`src/rtl/spmv_row_dispatch.sv`:
```
// Row dispatcher for a CISR-style SpMV engine: hands row lengths from one stream
// to NUM_CH channels in round-robin order. Optional statistics: SPMV_DISPATCH_STATS_EN.
module spmv_row_dispatch #(
  parameter int NUM_CH = 16,
  parameter int DATA_W = 32,
  parameter int DIM_W  = 16
) (
  input  logic              clk,
  input  logic              rst_n,
  input  logic              start,
  input  logic [DIM_W-1:0]  num_rows,
  input  logic              rl_valid,
  input  logic [DATA_W-1:0] rl_data,
  output logic              rl_ready,
  input  logic [NUM_CH-1:0] ch_req,
  input  logic [NUM_CH-1:0] ch_idle,
  output logic [NUM_CH-1:0] grant,
  output logic [DATA_W-1:0] grant_row_len,
  output logic [DIM_W-1:0]  grant_row_idx,
  output logic              spmv_init,
  output logic              busy,
  output logic              done,
  output logic [DIM_W-1:0]  stat_rows,
  output logic [31:0]       stat_stalls,
  output logic [1:0]        state_dbg
);

  typedef enum logic [1:0] {IDLE = 2'd0, RUN = 2'd1, DRAIN = 2'd2, DONE = 2'd3} state_t;

  localparam int PTR_W = (NUM_CH > 1) ? $clog2(NUM_CH) : 1;
  localparam logic [PTR_W:0]   NUM_CH_L = (PTR_W + 1)'(NUM_CH);
  localparam logic [PTR_W-1:0] LAST_CH  = PTR_W'(NUM_CH - 1);

  state_t            state, state_nxt;
  logic [DIM_W-1:0]  rows_q, issued_q, idx_q;
  logic [PTR_W-1:0]  ptr_q, win, ptr_nxt;
  logic [PTR_W:0]    cand_sum;
  logic [PTR_W-1:0]  cand;
  logic [NUM_CH-1:0] eligible, win_oh;
  logic              win_found, take;

  // The channel granted last cycle still shows its stale request, so mask it.
  assign eligible = ch_req & ~grant;

  always_comb begin
    win       = '0;
    win_found = 1'b0;
    cand_sum  = '0;
    cand      = '0;
    for (int i = 0; i < NUM_CH; i++) begin
      cand_sum = {1'b0, ptr_q} + (PTR_W + 1)'(i);
      if (cand_sum >= NUM_CH_L) cand_sum = cand_sum - NUM_CH_L;
      cand = cand_sum[PTR_W-1:0];
      if (!win_found && eligible[cand]) begin
        win_found = 1'b1;
        win       = cand;
      end
    end
  end

  assign win_oh  = NUM_CH'(1) << win;
  assign ptr_nxt = (win == LAST_CH) ? '0 : win + PTR_W'(1);

  // Handshake: a row length transfers on any cycle where rl_valid and rl_ready
  // are both high; rl_ready never waits on anything registered from rl_valid.
  assign take     = (state == RUN) && rl_valid && win_found && (issued_q < rows_q);
  assign rl_ready = take;

  assign busy      = (state == RUN) || (state == DRAIN);
  assign state_dbg = state;

  always_comb begin
    state_nxt = state;
    case (state)
      IDLE:    if (start) state_nxt = (num_rows == '0) ? DONE : RUN;
      RUN:     if (take && (issued_q + DIM_W'(1) == rows_q)) state_nxt = DRAIN;
      DRAIN:   if ((&ch_idle) && (grant == '0)) state_nxt = DONE;
      DONE:    state_nxt = IDLE;
      default: state_nxt = IDLE;
    endcase
  end

  always_ff @(posedge clk or negedge rst_n) begin
    if (!rst_n) begin
      state         <= IDLE;
      rows_q        <= '0;
      issued_q      <= '0;
      idx_q         <= '0;
      ptr_q         <= '0;
      grant         <= '0;
      grant_row_len <= '0;
      grant_row_idx <= '0;
      spmv_init     <= 1'b0;
      done          <= 1'b0;
    end else begin
      state     <= state_nxt;
      spmv_init <= (state == IDLE) && start;
      done      <= (state == DONE);
      grant     <= '0;
      if ((state == IDLE) && start) begin
        rows_q   <= num_rows;
        issued_q <= '0;
        idx_q    <= '0;
      end
      if (take) begin
        grant         <= win_oh;
        grant_row_len <= rl_data;
        grant_row_idx <= idx_q;
        idx_q         <= idx_q + DIM_W'(1);
        issued_q      <= issued_q + DIM_W'(1);
        ptr_q         <= ptr_nxt;
      end
    end
  end

`ifdef SPMV_DISPATCH_STATS_EN
  always_ff @(posedge clk or negedge rst_n) begin
    if (!rst_n) begin
      stat_rows   <= '0;
      stat_stalls <= '0;
    end else if ((state == IDLE) && start) begin
      stat_rows   <= '0;
      stat_stalls <= '0;
    end else begin
      if (take) stat_rows <= stat_rows + DIM_W'(1);
      if ((state == RUN) && rl_valid && (eligible == '0)) stat_stalls <= stat_stalls + 32'd1;
    end
  end
`else
  assign stat_rows   = '0;
  assign stat_stalls = '0;
`endif

endmodule

```
`config.mk`:
```
export PLATFORM = sky130hd
export DESIGN_NAME = spmv_row_dispatch
export DESIGN_NICKNAME = d
export VERILOG_FILES = /design/src/rtl/spmv_row_dispatch.sv
export SDC_FILE = /design/constraint.sdc
export NUM_CORES = 1
export LEC_CHECK = 0
export BUFFER_PORTS_ARGS = -buffer_cell sky130_fd_sc_hd__buf_2
export CAP_MARGIN = 25
export CORE_MARGIN = 2
export CORE_UTILIZATION = 25
export CTS_CLUSTER_DIAMETER = 150
export CTS_CLUSTER_SIZE = 12
export DETAILED_ROUTE_END_ITERATION = 10
export PLACE_DENSITY = 0.47
export SLEW_MARGIN = 40
export SYNTH_ARGS = -nofsm -noshare
export SYNTH_HDL_FRONTEND = slang
export SYNTH_SLANG_ARGS = --single-unit
```
`constraint.sdc`:
```
create_clock -name clk -period 5.5 [get_ports clk]
set_input_delay 0.55 -clock clk [delete_from_list [all_inputs] [get_ports clk]]
set_output_delay 0.55 -clock clk [all_outputs]
set_load 0.05 [all_outputs]
```
Word-level counts from Yosys, hierarchy flattened
Index checks and enable logic that the tools add are counted.

storage, ports and cells
  bits in registers = 120
  input bits = 84

operators by class
  $add $sub $neg = 34
  magnitude comparators = 33
  equality and inequality tests = 8
  shifts and indexed selects = 1
  muxes and demuxes = 90
  bitwise operators = 2
  reductions and logical operators = 43

operators by type and width
  cell                     number
  $mux W4                  33
  $lt A4 B5 Y1 const B     16
  $ge A5 B5 Y1 const B     15
  $bmux W1 S4              16
  $mux W16                 4
  $sub A4 B1 Y4 const B    16
  $add A4 B4 Y5 const B    8
  $add A16 B1 Y16 const B  2
  $logic_not A16 Y1        2
  $mux W1                  32
  $logic_and A1 B1 Y1      21
  $add A4 B3 Y5 const B    4
  $and A16 B16 Y16         1
  $eq A16 B16 Y1           1
  $lt A16 B16 Y1           1
  $not A16 Y16             1
  $reduce_and A16 Y1       1
  $shl A1 B4 Y16 const A   1
  $logic_not A1 Y1         15
  $add A4 B2 Y5 const B    2
  $mux W2                  4
  $pmux W2 S4              1
  $add A4 B1 Y5 const B    1
  $ge A4 B5 Y1 const B     1
  10 further kinds         12

Logic depth before layout (Yosys ltp)
  depth in word-level cells = 55
  mapped depth = 21
  depth with buffers taken out = 15

Least setup slack after synthesis
OpenSTA, ideal clock, no wires.

  kind = reg2out
  from = register ptr_q[1]
  to = output port rl_ready
  data arrival time = 4,225 ps
  required time = 4,950 ps
  slack = 725 ps
  stages on the path, launching flop included = 18
  path buffers = 6
  cell sequence = dfrtp_1 > clkbuf_1 > clkinv_1 > clkbuf_1 > ha_1 > buf_2 > inv_2 > clkbuf_1 > mux4_2 > mux2i_1 > nor3_4 > nand3_2 > nor2_1 > a31o_2 > or2_1 > buf_2 > inv_2 > buf_2

on the way
  word-level cells in the longest chain between the ends = 52
  elaborated cells on any way between the ends = 143

RTL lines
  what                                                    RTL line  source
  start, declared                                         36        logic [PTR_W-1:0] ptr_q, win, ptr_nxt;
  start signal, assigned                                  111       ptr_q <= ptr_nxt;
  branches (longest 49 deep; another with $add A4 B1 Y5)  --
  $mux W1 (*)                                             54        if (!win_found && eligible[cand]) begin
  $logic_and A1 B1 Y1 (*) (2 in a row)                    66        assign take = (state == RUN) && rl_valid && win_found && (issued_q < rows_q);
  end, declared                                           14        output logic rl_ready,

Every way passes the cells marked *. The select of a mux whose other input is x is not followed.

Worst setup path after layout
  from = register ptr_q[2]
  to = register ptr_q[2]

on the way
  word-level cells in the longest chain between the ends = 52
  elaborated cells on any way between the ends = 162

RTL lines
  what
  branches (longest 52 deep; another with $add A4 B1 Y5)

Parallel ways; which one is timed is not known. The select of a mux whose other input is x is not followed.
A chain may end at the register's enable or synchronous reset.

==> flow_summary.toml <==
[outcome]
status = "complete, no violations"

[critical_path]
crit_path_start_kind = "flop"
cp_cell_sequence = "ha_1 -> xor2_1 -> mux4_1 -> o22ai_1 -> a211o_1 -> nor4_4 -> nand2_1 -> or4_1 -> a211o_2 -> ha_1 -> ha_1 -> a22o_1"
path_buf_inv = 0
path_delay_family = "simple AND/OR/NAND/NOR gates"
critical_path.endpoint_type = "flop"
critical_path.slowest_cell = "sky130_fd_sc_hd__dfrtp_1"
cp.required_ns = 5.80
max_fanout_on_critical_path = 13
worstRegToRegCells = 12
critPathArrivalTime_ns = 5.22
stages_on_the_worst_setup_path = 12
most_common_cell_on_crit_path = "sky130_fd_sc_hd__ha_1"
worst_path_largest_cell_delay_ns = 0.70
crit_type = "reg -> reg"

[clock_network]
holdBufCountCts = 0
clk_pin_slew_worst_paths_ns = 0.06
htree_num_levels = 4
worstSkewPairLatency_ns = 0.43
sink_count_of_the_clock_tree = 120
cts.repair_timing.setup_buffer_count = 0
clockBufferDepth = 2
tritoncts_clock_tree = "built"
number_of_buffers_inserted_during_clock_tree_synthesis = 17
cts_resized = 0
clock-root-buffer = "sky130_fd_sc_hd__clkbuf_16"

[detailed_routing]
detailedRoute.firstIterationViolations = 554
drt-vias-per-instance = 4.94
detail_route.wirelength_um = 28000
route.vias.total = 8158
first_pass_iters = 5
drt_drc_violations_left = 0
detail_route.wl_per_cell_um = 17.0
antenna_violation_net_count_after_detailed_routing = 0

[floorplanning]
dieArea_um2 = 37500
design.core.area_um2 = 35500
site_rows = 69
die-height_um = 194
top_level_ports = 202
die_w_um = 194
start_util = 0.253

[global_routing]
pin_count_of_the_biggest_net_entering_global_routing = 116
grt_antenna_before_repair = 0
grt_pass1_wl_um = 45600
grt_overflow = 0
globalRouteTotalUtil = 0.149
first_global_vias = 8263

[synth]
syn-cell-area_um2 = 8990
post_synth_and_or_nand_nor_area_fraction = 0.256
count_of_flip_flops_with_a_built_in_enable_after_synthesis = 0
post-synth-top-area-fraction = 0.334
post_synth_inst_count = 1025
synthMuxAreaShare = 0.0706
xor_and_xnor_fraction_of_the_mapped_netlist_area = 0.0426
synthAdderAreaFrac = 0.0501
yosys.area.top_type = "sky130_fd_sc_hd__dfrtp_1"
combinational_family_with_the_most_area_after_synthesis = "simple AND/OR/NAND/NOR gates"
synth_sequential_area_ratio = 0.334
dominantRegCellSynth = "sky130_fd_sc_hd__dfrtp_1"
asyncSetResetFlopFracSynth = 1.00
yosys_warnings = 0
ys_types = 90
compound_gate_portion_of_the_synthesized_area = 0.161
synth-seq-cells = 120
synth_top_cells_by_area = "sky130_fd_sc_hd__dfrtp_1 33%, sky130_fd_sc_hd__nand2_1 8.2%, sky130_fd_sc_hd__ha_1 5.0%, sky130_fd_sc_hd__buf_4 4.2%, sky130_fd_sc_hd__mux4_2 3.5%"
syn_avg_cell_area_um2 = 8.77

[final_layout]
syn_to_final_growth_pct = 18.9
final_nets = 1299
instances_no_fill = 1653
n_antenna_cell = 0
layout-drive-gt1-share = 0.220

[power_and_ir_drop]
power_density_nw_per_um2 = 723
vdd_drop_max_mv = 0.319
leakagePower_nw = 5.35

[timing]
min_clock_period_post_route_ns = 4.92
setup_total_negative_slack_ns = 0
measured_slew_at_the_worst_slew_check_pin_ns = 0.780
setup_repair_after_global_routing_missed_its_margin = "false"
post-route-worst-setup-slack_ns = 0.583
final_min_period_over_clock_period = 0.894
setup_viol_count_final = 0
finalHoldViolCount = 0
relative_max_transition_margin = 0.479
timing.fmax_mhz = 203
drv_slew = 0
worst_clock_skew_on_the_final_layout_ns = 0.0120

[placed_design]
numPlacedInstances = 1621
pre_cts_ws_ns = 0.580
dpl_wire_length_um = 20700
placement.io_buffers = 153
weighted_congestion_at_the_end_of_routability_driven_global_placement = 0.889

[worst_hold_path]
hold_path_class = "in -> async"

[run]
drv.max_cap_violation_count = 0
==> layout by cell type, fill, tap and decap left out, types with 13 or more instances in the layout <==
master,instances
sky130_fd_sc_hd__a21o_1,26
sky130_fd_sc_hd__nand3_1,21
sky130_fd_sc_hd__and3_1,31
sky130_fd_sc_hd__nor3b_1,30
sky130_fd_sc_hd__conb_1,48
sky130_fd_sc_hd__xor2_1,13
sky130_fd_sc_hd__inv_1,30
sky130_fd_sc_hd__a21oi_1,26
sky130_fd_sc_hd__mux2i_1,21
sky130_fd_sc_hd__o21ai_0,56
sky130_fd_sc_hd__mux4_2,14
sky130_fd_sc_hd__clkbuf_16,17
sky130_fd_sc_hd__dfrtp_1,120
sky130_fd_sc_hd__nand2b_1,20
sky130_fd_sc_hd__nor2_1,42
sky130_fd_sc_hd__nor4_1,33
sky130_fd_sc_hd__buf_4,27
sky130_fd_sc_hd__nand2_1,197
sky130_fd_sc_hd__nor2b_1,13
sky130_fd_sc_hd__xnor2_1,27
sky130_fd_sc_hd__buf_2,152
sky130_fd_sc_hd__ha_1,36
==> state kept, by name, indices dropped and copies added, names as in the netlist, 2 cells and up <==
| name | cells |
|---|---|
| rows_q | 16 |
| issued_q | 16 |
| state_dbg | 2 |
| idx_q | 16 |
| grant_row_len | 32 |
| grant_row_idx | 16 |
| ptr_q | 4 |
| grant | 16 |
==> metrics by stage <==
step	power, mW	hold slack, ns	instance area, um2	util
after floorplan	5.14	0.254	9170	-
after global routing	8.29	0.176	10700	0.301
after CTS	7.74	0.159	10700	0.301
final	7.73	0.129	10700	0.301
after detailed placement	6.62	0.457	10100	0.285
after global placement	6.63	0.453	10100	0.285
==> kinds of logic (layout without fill, tap and decap cells) <==
kind of cell	after synthesis	count (layout)
muxes	43	43
xor gates and xnor gates	42	42
adders and majority gates	36	36
and+or+nand+nor	448	448
buffers and inverters	130	250
AOI/OAI and AO/OA	205	205
other	1	48
DFF	120	120
==> worst paths after layout <==
kind                       slack, ns         startpoint                 to
max                             0.58           ptr_q[2]           ptr_q[2]
min                             0.13              rst_n  grant_row_len[30]
max reg2reg                     0.58           ptr_q[2]           ptr_q[2]
min reg2reg                     0.47  grant_row_len[29]  grant_row_len[29]
max in group asynchronous       4.20              rst_n           idx_q[6]
min in group clk                0.31         rl_data[3]   grant_row_len[3]
==> cell type report <==
type,instances,area (um2)
Fill cell,3781,24800
Clock buffer,20,457
Clock inverter,12,116
Sequential cell,120,3000
Timing Repair Buffer,181,988
Tap cell,461,577
Multi-Input combinational cell,822,5400
Inverter,37,143
==> Yosys cell counts (7+ instances only) <==
cell type	count
sky130_fd_sc_hd__and3_1	31
sky130_fd_sc_hd__nor3_1	8
sky130_fd_sc_hd__clkbuf_1	17
sky130_fd_sc_hd__nand3_1	21
sky130_fd_sc_hd__buf_2	19
sky130_fd_sc_hd__o211ai_1	12
sky130_fd_sc_hd__mux4_2	14
sky130_fd_sc_hd__xor2_1	13
sky130_fd_sc_hd__nand2_1	197
sky130_fd_sc_hd__nand2b_1	20
sky130_fd_sc_hd__dfrtp_1	120
sky130_fd_sc_hd__nor3b_1	30
sky130_fd_sc_hd__a21o_1	26
sky130_fd_sc_hd__a21oi_1	26
sky130_fd_sc_hd__nor2_1	42
sky130_fd_sc_hd__mux2i_1	21
sky130_fd_sc_hd__nand4_1	11
sky130_fd_sc_hd__inv_1	30
sky130_fd_sc_hd__o21ai_0	56
sky130_fd_sc_hd__nor4_1	34
sky130_fd_sc_hd__o22ai_1	7
sky130_fd_sc_hd__xnor2_1	27
sky130_fd_sc_hd__and2_1	12
sky130_fd_sc_hd__buf_4	50
sky130_fd_sc_hd__nor2b_1	13
sky130_fd_sc_hd__ha_1	36
==> worst reg2reg max path, cell delays in order, from the launching register on <==
cell,delay (ns)
sky130_fd_sc_hd__dfrtp_1,0.70
sky130_fd_sc_hd__ha_1,0.50
sky130_fd_sc_hd__xor2_1,0.42
sky130_fd_sc_hd__mux4_1,0.26
sky130_fd_sc_hd__o22ai_1,0.13
sky130_fd_sc_hd__a211o_1,0.42
sky130_fd_sc_hd__nor4_4,0.44
sky130_fd_sc_hd__nand2_1,0.19
sky130_fd_sc_hd__or4_1,0.57
sky130_fd_sc_hd__a211o_2,0.40
sky130_fd_sc_hd__ha_1,0.26
sky130_fd_sc_hd__ha_1,0.30
sky130_fd_sc_hd__a22o_1,0.20
==> per-layer routing <==
layer  up-vias  track usage  routed length [um]
li1       3895            -                   -
met1      3938        0.192               12200
met2       285        0.249               13400
met3        40       0.0325                1740
met4         0       0.0483                 693
met5         -            0                   0
==> report_power, final <==
| part | switching, mW | internal [mW] |
|---|---|---|
| Clock | 0.436 | 0.650 |
| Sequential | 0.200 | 1.13 |
| Combinational | 3.56 | 1.76 |
No activity file was read; power rests on OpenSTA's default activity.
